File: src/rtl/led_ctrl_pkg.sv
// Shared types and default sizes for the LED pattern scheduler.
// Latency: n/a (types only). Backpressure: n/a.
package led_ctrl_pkg;

    typedef enum logic [0:0] {
        IDLE = 1'b0,
        PLAY = 1'b1
    } state_e;

    localparam int DEF_PAT_LEN    = 8;
    localparam int DEF_PRESCALE_W = 22;
    localparam int DEF_HB_W       = 26;

endpackage

File: src/rtl/rr_arbiter.sv
// Round-robin pick of the first set request at or after rr_ptr_i, one-hot out.
// Latency: combinational. Backpressure: none, the parent decides when to consume.
module rr_arbiter #(
    parameter int NREQ  = 4,
    parameter int PTR_W = (NREQ > 1) ? $clog2(NREQ) : 1
) (
    input  logic [NREQ-1:0]  req_i,
    input  logic [PTR_W-1:0] rr_ptr_i,
    output logic [NREQ-1:0]  winner_o,
    output logic             valid_o
);

    int best_dist;
    int sel;

    // Cyclic distance from the pointer; the smallest distance among requesters wins.
    always_comb begin
        best_dist = NREQ;
        sel       = 0;
        valid_o   = |req_i;
        winner_o  = '0;
        for (int i = 0; i < NREQ; i++) begin
            if (req_i[i] && (((i + NREQ - int'(rr_ptr_i)) % NREQ) < best_dist)) begin
                best_dist = (i + NREQ - int'(rr_ptr_i)) % NREQ;
                sel       = i;
            end
        end
        for (int i = 0; i < NREQ; i++) begin
            winner_o[i] = valid_o && (sel == i);
        end
    end

endmodule

File: src/rtl/led_pattern_scheduler.sv
// Shares user_led between NREQ requesters: round-robin grant, plays a blink pattern, else heartbeat.
// Latency: grant 1 cycle after req seen in IDLE; play PAT_LEN*2**PRESCALE_W cycles; done 1-cycle pulse.
// Backpressure: req is a level; later requesters wait in IDLE arbitration, req drops during play ignored.
module led_pattern_scheduler
    import led_ctrl_pkg::*;
#(
    parameter int NREQ       = 4,
    parameter int PAT_LEN    = DEF_PAT_LEN,
    parameter int PRESCALE_W = DEF_PRESCALE_W,
    parameter int HB_W       = DEF_HB_W
) (
    input  logic                      sys_clk,
    input  logic                      sys_rst,
    input  logic [NREQ-1:0]           req,
    input  logic [NREQ*PAT_LEN-1:0]   pattern,
    output logic [NREQ-1:0]           grant,
    output logic [NREQ-1:0]           done,
    output logic                      busy,
    output logic                      user_led
);

    localparam int PTR_W = (NREQ > 1) ? $clog2(NREQ) : 1;
    localparam int IDX_W = $clog2(PAT_LEN);

    state_e                 state_q, state_d;
    logic [NREQ-1:0]        grant_q, grant_d;
    logic [NREQ-1:0]        done_q, done_d;
    logic [PAT_LEN-1:0]     pat_q, pat_d;
    logic [IDX_W-1:0]       bit_idx_q, bit_idx_d;
    logic [PRESCALE_W-1:0]  pre_q, pre_d;
    logic [HB_W-1:0]        hb_q;
    logic [PTR_W-1:0]       rr_ptr_q, rr_ptr_d;

    logic [NREQ-1:0]        arb_win;
    logic                   arb_vld;
    logic [PAT_LEN-1:0]     win_pat;
    logic [PTR_W-1:0]       win_nxt_ptr;
    logic                   tick;
    logic                   last_bit;

    rr_arbiter #(
        .NREQ  (NREQ),
        .PTR_W (PTR_W)
    ) u_arb (
        .req_i    (req),
        .rr_ptr_i (rr_ptr_q),
        .winner_o (arb_win),
        .valid_o  (arb_vld)
    );

    always_comb begin
        win_pat     = '0;
        win_nxt_ptr = '0;
        for (int i = 0; i < NREQ; i++) begin
            if (arb_win[i]) begin
                win_pat     = pattern[i*PAT_LEN +: PAT_LEN];
                win_nxt_ptr = PTR_W'((i + 1) % NREQ);
            end
        end
    end

    assign tick     = (pre_q == {PRESCALE_W{1'b1}});
    assign last_bit = (bit_idx_q == IDX_W'(PAT_LEN - 1));

    always_comb begin
        state_d   = state_q;
        grant_d   = grant_q;
        done_d    = '0;
        pat_d     = pat_q;
        bit_idx_d = bit_idx_q;
        pre_d     = pre_q;
        rr_ptr_d  = rr_ptr_q;
        case (state_q)
            IDLE: begin
                if (arb_vld) begin
                    state_d   = PLAY;
                    grant_d   = arb_win;
                    pat_d     = win_pat;
                    bit_idx_d = '0;
                    pre_d     = '0;
                    rr_ptr_d  = win_nxt_ptr;
                end
            end
            PLAY: begin
                pre_d = pre_q + 1'b1;
                if (tick) begin
                    if (last_bit) begin
                        state_d   = IDLE;
                        grant_d   = '0;
                        done_d    = grant_q;
                        bit_idx_d = '0;
                    end else begin
                        bit_idx_d = bit_idx_q + 1'b1;
                    end
                end
            end
            default: state_d = IDLE;
        endcase
    end

    always_ff @(posedge sys_clk) begin
        if (sys_rst) begin
            state_q   <= IDLE;
            grant_q   <= '0;
            done_q    <= '0;
            pat_q     <= '0;
            bit_idx_q <= '0;
            pre_q     <= '0;
            hb_q      <= '0;
            rr_ptr_q  <= '0;
        end else begin
            state_q   <= state_d;
            grant_q   <= grant_d;
            done_q    <= done_d;
            pat_q     <= pat_d;
            bit_idx_q <= bit_idx_d;
            pre_q     <= pre_d;
            hb_q      <= hb_q + 1'b1;
            rr_ptr_q  <= rr_ptr_d;
        end
    end

    // Output is a pure mux of registers, so no path from req/pattern reaches the pad.
    assign grant    = grant_q;
    assign done     = done_q;
    assign busy     = (state_q == PLAY);
    assign user_led = busy ? pat_q[bit_idx_q] : hb_q[HB_W-1];

endmodule
File: config.mk
export PLATFORM = sky130hd
export DESIGN_NAME = led_pattern_scheduler
export DESIGN_NICKNAME = d
export VERILOG_FILES = /design/src/rtl/led_ctrl_pkg.sv /design/src/rtl/rr_arbiter.sv /design/src/rtl/led_pattern_scheduler.sv
export SDC_FILE = /design/constraint.sdc
export NUM_CORES = 1
export LEC_CHECK = 0
export CAP_MARGIN = 10
export CORE_AREA = 4 4 107 109
export DETAILED_ROUTE_END_ITERATION = 12
export DIE_AREA = 0 0 111 113
export PLACE_DENSITY = 0.52
export SLEW_MARGIN = 5
export SYNTH_ARGS = -nofsm -noshare
export SYNTH_HDL_FRONTEND = slang
export SYNTH_SLANG_ARGS = --single-unit
export TNS_END_PERCENT = 50
File: constraint.sdc
create_clock -name sys_clk -period 6.5 [get_ports sys_clk]
set_clock_uncertainty 0.2 [all_clocks]
set_input_delay 1.625 -clock sys_clk [delete_from_list [all_inputs] [get_ports sys_clk]]
set_output_delay 1.625 -clock sys_clk [all_outputs]
set_load 0.005 [all_outputs]
# [Word-level counts from Yosys, hierarchy flattened]
# Index checks and enable logic that the tools add are counted.
# W data, S select, Z words.
[word_totals] regBits=70 in_bits=38 output_inout_bits=10 elab_cells=84
[classes] add_sub_neg=7 magnitude_cmp=5 n_eq_ne=8 muxes=31 bitwise=7 n_reduce_logical=18
[ops] operator="$lt A3 B32 Y1" count=3
[ops] operator="$mux W32" count=3
[ops] operator="$pmux W22 S2" count=1
[ops] operator="$logic_not A32 Y1" count=1
[ops] operator="$mux W8" count=4
[ops] operator="$add A26 B1 Y26 const B" count=1
[ops] operator="$add A22 B1 Y22 const B" count=1
[ops] operator="$eq A22 B22 Y1 const B" count=1
[ops] operator="$mux W22" count=1
[ops] operator="$sub A3 B2 Y4 const A" count=4
[ops] operator="$mux W4" count=3
[ops] operator="$mux W2" count=5
[ops] operator="$mux W3" count=3
[ops] operator="$logic_and A1 B1 Y1" count=8
[ops] operator="$lt A3 B4 Y1 const B" count=2
[ops] operator="$pmux W4 S2" count=1
[ops] operator="$reduce_or A2 Y1" count=4
[ops] operator="$reduce_or A4 Y1" count=2
[ops] operator="$mux W1" count=7
[ops] operator="$pmux W3 S2" count=1
[ops] operator="$and A1 B1 Y1" count=4
[ops] operator="$eq A2 B2 Y1 const B" count=2
[ops] operator="$ne A2 B1 Y1 const B" count=2
[ops] operator="$reduce_and A2 Y1" count=2
[ops] operator="other kinds (8)" count=10

# [Logic depth before layout (Yosys ltp)]
[logic_depth] depth_word=21 mapped_depth=17

# [Cells and area by module]
# From an unflattened synthesis, not the netlist that was laid out.
[unflattened] cells_unflattened=416 area_unflattened_um2=3535.9
[by_module_without_submodules] mod="led_pattern_scheduler" instances=1 cells_each=386 area_per_inst_um2=3306.9 seq_area_each_um2=1401.3
[by_module_without_submodules] mod="rr_arbiter" instances=1 cells_each=30 area_per_inst_um2=229.0 seq_area_each_um2=0.0

# [Least setup slack after synthesis]
# Ideal clock, no wire load.
[synth_timing] path_kind="input to register" from="in req[1]" to="reg pat_q[0]" t_arrival_ns=4.808 required_time_ns=6.231 setup_slack_ns=1.423 stages=16 path_buffers=3 cell_sequence="buf_6 -> clkbuf_1 -> inv_1 -> mux2i_1 -> a32oi_1 -> ha_1 -> nor2_1 -> o31ai_1 -> o21ai_0 -> ha_1 -> nand2b_1 -> a2111oi_0 -> a221o_1 -> buf_4 -> a221oi_1 -> o21ai_1"
[synth_via] elab_chain_cells=14 word_cells_on_any_way=24 cone_classes="order compare (2); eq/ne (3); mux (9); reduce/logical (10)"
[synth_lines] element="from (decl)" line="led_pattern_scheduler.sv:14" text="input logic [NREQ-1:0] req,"
[synth_lines] element="$logic_and A1 B1 Y1" line="rr_arbiter.sv:23" text="if (req_i[i] && (((i + NREQ - int'(rr_ptr_i)) % NREQ) < best_dist)) begin"
[synth_lines] element="$mux W32" line="rr_arbiter.sv:23"
[synth_lines] element="$lt A3 B32 Y1" line="rr_arbiter.sv:23"
[synth_lines] element="$logic_and A1 B1 Y1" line="rr_arbiter.sv:23"
[synth_lines] element="$mux W32" line="rr_arbiter.sv:23"
[synth_lines] element="$lt A3 B32 Y1" line="rr_arbiter.sv:23"
[synth_lines] element="$logic_and A1 B1 Y1" line="rr_arbiter.sv:23"
[synth_lines] element="$mux W2" line="rr_arbiter.sv:23"
[synth_lines] element="$logic_not A32 Y1" line="rr_arbiter.sv:29" text="winner_o[i] = valid_o && (sel == i);"
[synth_lines] element="$logic_and A1 B1 Y1" line="rr_arbiter.sv:29"
[synth_lines] element="$mux W8 (4 in a row)" line="led_pattern_scheduler.sv:55" text="if (arb_win[i]) begin"
[synth_lines] element="to (signal assigned)" line="led_pattern_scheduler.sv:115" text="pat_q <= pat_d;"
[synth_lines] element="to (decl)" line="led_pattern_scheduler.sv:28" text="logic [PAT_LEN-1:0] pat_q, pat_d;"
# Parallel ways exist; a longest one is shown, timed or not.
# A chain may end at the register's enable or synchronous reset.

# [Worst setup path in the final report]
[layout_timing] from="in req[0]" to="reg pat_q[1]"
[layout_via] elab_chain_cells=17 word_cells_on_any_way=27 cone_classes="order compare (3); eq/ne (3); mux (10); reduce/logical (11)"
[layout_lines] element="$logic_and A1 B1 Y1" line="rr_arbiter.sv:23"
[layout_lines] element="$mux W32" line="rr_arbiter.sv:23"
[layout_lines] element="$lt A3 B32 Y1" line="rr_arbiter.sv:23"
[layout_lines] element="$logic_and A1 B1 Y1" line="rr_arbiter.sv:23"
[layout_lines] element="$mux W32" line="rr_arbiter.sv:23"
[layout_lines] element="$lt A3 B32 Y1" line="rr_arbiter.sv:23"
[layout_lines] element="$logic_and A1 B1 Y1" line="rr_arbiter.sv:23"
[layout_lines] element="$mux W32" line="rr_arbiter.sv:23"
[layout_lines] element="$lt A3 B32 Y1" line="rr_arbiter.sv:23"
[layout_lines] element="$logic_and A1 B1 Y1" line="rr_arbiter.sv:23"
[layout_lines] element="$mux W2" line="rr_arbiter.sv:23"
[layout_lines] element="$logic_not A32 Y1" line="rr_arbiter.sv:29"
[layout_lines] element="$logic_and A1 B1 Y1" line="rr_arbiter.sv:29"
[layout_lines] element="$mux W8 (4 in a row)" line="led_pattern_scheduler.sv:55"
# Parallel ways exist; a longest one is shown, timed or not.

==> run metrics <==
Worst Max-Slew Pin Slew=718 ps; Synth Flop Type=dfxtp_1; final setup fails=0; worst vdd ir=0.115 mV; ANT nets after route=0; Slew HR=50.9%; Leakage Power=about 1.5 nW; CP Class=in -> reg; # clock sinks=70; 1st-iter DRT viols=136; Clock Tree Buf Depth=2; largest net degree at the start of global routing=38; Synth-to-Final Area Change=20.0%; cts hold-fix bufs=0; Via Count=3138; sequential fraction of the synthesis area=about two fifths; slowest CP cell=a2111oi_0; Unique masters post-synth=61; initial antenna violation count=0; vias in the first global route=around 3000; final WL=roughly 8500 µm; post-synthesis async set-or-reset flop share=0%; Row Count=38; overall power=0.985 mW; Crit path depth=16; WL per Instance=approximately 14 µm; FMAX=182 MHz; Residual DRC=0; Die Area=12500 µm²; clock transition at the registers of the reported paths=70 ps; Final #Nets=500; Final Hold Vio Count=0; I/O pin cnt=48; Post-Synthesis Cells=between 400 and 500; Port Buffers=47; Required @ worst endpoint=6570 ps; HPWL after DPL=about 6000 µm; fin cells=601; highest-count cells in the layout ignoring fill and taps=dfxtp_1, nor2_1, clkdlybuf4s50_1; hold slack=244 ps; kind of launch point of the worst setup path=primary input; hold-critical path depth=1; largest cells by area after synthesis=dfxtp_1, nor2_1, nand3_1; DR pass1 iterations=5; post-layout min period=5490 ps; H-tree levels=3; CTS tree=done; class of the worst hold path=reg -> reg; grt total ovfl=0; P per Cell Area=228 nW/µm²; post-CTS sizing=0; crit-path leading delay family=compound AO/OA/AOI/OAI gates; proportion of layout cells with a drive suffix above 1=around 8.5%; Buf+Inv Stages, Crit Path=3; max cap viols=0; Placer Congestion=0.841; Post CTS Setup Buffer Count=0; CP most frequent cell=ha_1; Mean Syn Cell Area=8.63 µm²; EDFF count, synth=0; status=complete, no violations; Die W=111 µm; CP Max Fanout=9; syn nets=461; area leader, netlist=dfxtp_1; die span in y=113 µm; CTS buffer count=9; n_diodes=0; synthesized cell area=approximately 3600 µm²; Worst setup EP type=flip-flop; Starting Density=34.0%; RSZ-0062 raised after global routing=no; Worst path max stage delay=between 600 and 700 ps; period utilization=84.5%; post-synth top area share=38.9%; total global-route track usage=14.1%; final max-slew violation count=0; first-pass GRT wire length=between 10000 and 15000 µm; routed vias/inst=5.22; most common cell after layout, fill and taps aside=dfxtp_1; Worst-Skew Late Latency=340 ps; Arrival @ worst endpoint=5570 ps; clock root buffer=clkbuf_8; crit-path cells=clkdlybuf4s50_1, clkinv_1, mux2i_1, a32oi_1, ha_1, nor2_1, o31ai_1, buf_4, nand2_1, o21ai_0, ha_1, nand2b_1, a2111oi_0, a221o_1, a221oi_1, o21ai_1; final core utilization=40.7%; Cells after DPL=585; Register-to-Register Path Depth=14; Seq cells post-synth=70; Total Neg Setup Slack=0 ps; Synth warnings=0; core area=about 11000 µm²
## area by class of cell
type	count	area, µm²
Multi-Input combinational cell	314	2020
Timing Repair Buffer	52	503
Tap cell	140	175
Clock buffer	11	131
Sequential cell	70	1400
Fill cell	1088	6280
Clock inverter	5	50.0
Inverter	9	33.8
## metal layers
layer  GRT usage, %  share of wire (%)  vias to the layer above  wire length, µm
met3           3.48                4.0                       18              342
met5              0                  0                        -                0
met4           5.58                2.2                        0              191
met1           18.6                 49                     1452             4200
met2           22.3                 44                       81             3790
li1               -                  -                     1587                -
## worst register-to-register path: stages (launching register included)
cell and delay [ps]:
dfxtp_1 480, nor2b_1 600, a32oi_1 240, ha_1 340
nor2_1 280, o31ai_1 140, buf_4 180, nand2_1 60
o21ai_0 90, ha_1 220, nand2b_1 140, a2111oi_0 670
a221o_1 430, a221oi_1 160, o21ai_1 160
## sequential cells by signal, summed over array words and instances (netlist names)
name       cells
busy           1
bit_idx_q      3
pre_q         22
pat_q          8
done           4
hb_q          26
rr_ptr_q       2
grant          4
## kinds of logic (layout without fill, tap and decap cells)
family                     after synthesis  after routing  synth area share, %
DFF                                     70             70                 38.9
adders and majority gates                6              6                 2.09
xor gates and xnor gates                27             27                 6.57
muxes                                   15             15                 5.01
and+or+nand+nor                        188            188                 27.1
AOI/OAI and AO/OA                       78             78                 15.4
buffers and inverters                   33             77                 4.87
## power by group
part           switching, mW  leakage, nW  internal, mW
registers             0.0186        0.567         0.450
clock network          0.155       0.0968         0.175
logic                 0.0983        0.802        0.0878
total                  0.272         1.47         0.713
## cells in the mapped netlist (7+ instances only)
library cell / instances
and2_1: 8
clkbuf_1: 11
a21oi_1: 17
and3_1: 9
nand3_1: 30
nor2_1: 46
dfxtp_1: 70
xnor2_1: 16
mux2i_1: 9
xor2_1: 11
and4_1: 7
o21ai_0: 9
nand4_1: 9
inv_1: 8
o211ai_1: 8
nand2_1: 38
nor3_1: 11
## stage by stage
| step | instance area (µm²) | setup slack (ps) |
|---|---|---|
| after floorplan | 3600 | 1420 |
| final | 4320 | 1010 |
| after detailed placement | 4140 | 660 |
| after global placement | 4140 | 847 |
| after CTS | 4320 | 1020 |
| after global routing | 4320 | 607 |
## worst paths after layout
path | from | endpoint | slack (ps)
worst min register to register | hb_q[0] | hb_q[0] | 240
worst max-delay path | req[0] | pat_q[1] | 1010
worst max register to register | rr_ptr_q[0] | pat_q[1] | 2050
worst min-delay path | hb_q[0] | hb_q[0] | 240
Note: power is estimated with default switching activity, not from simulation.
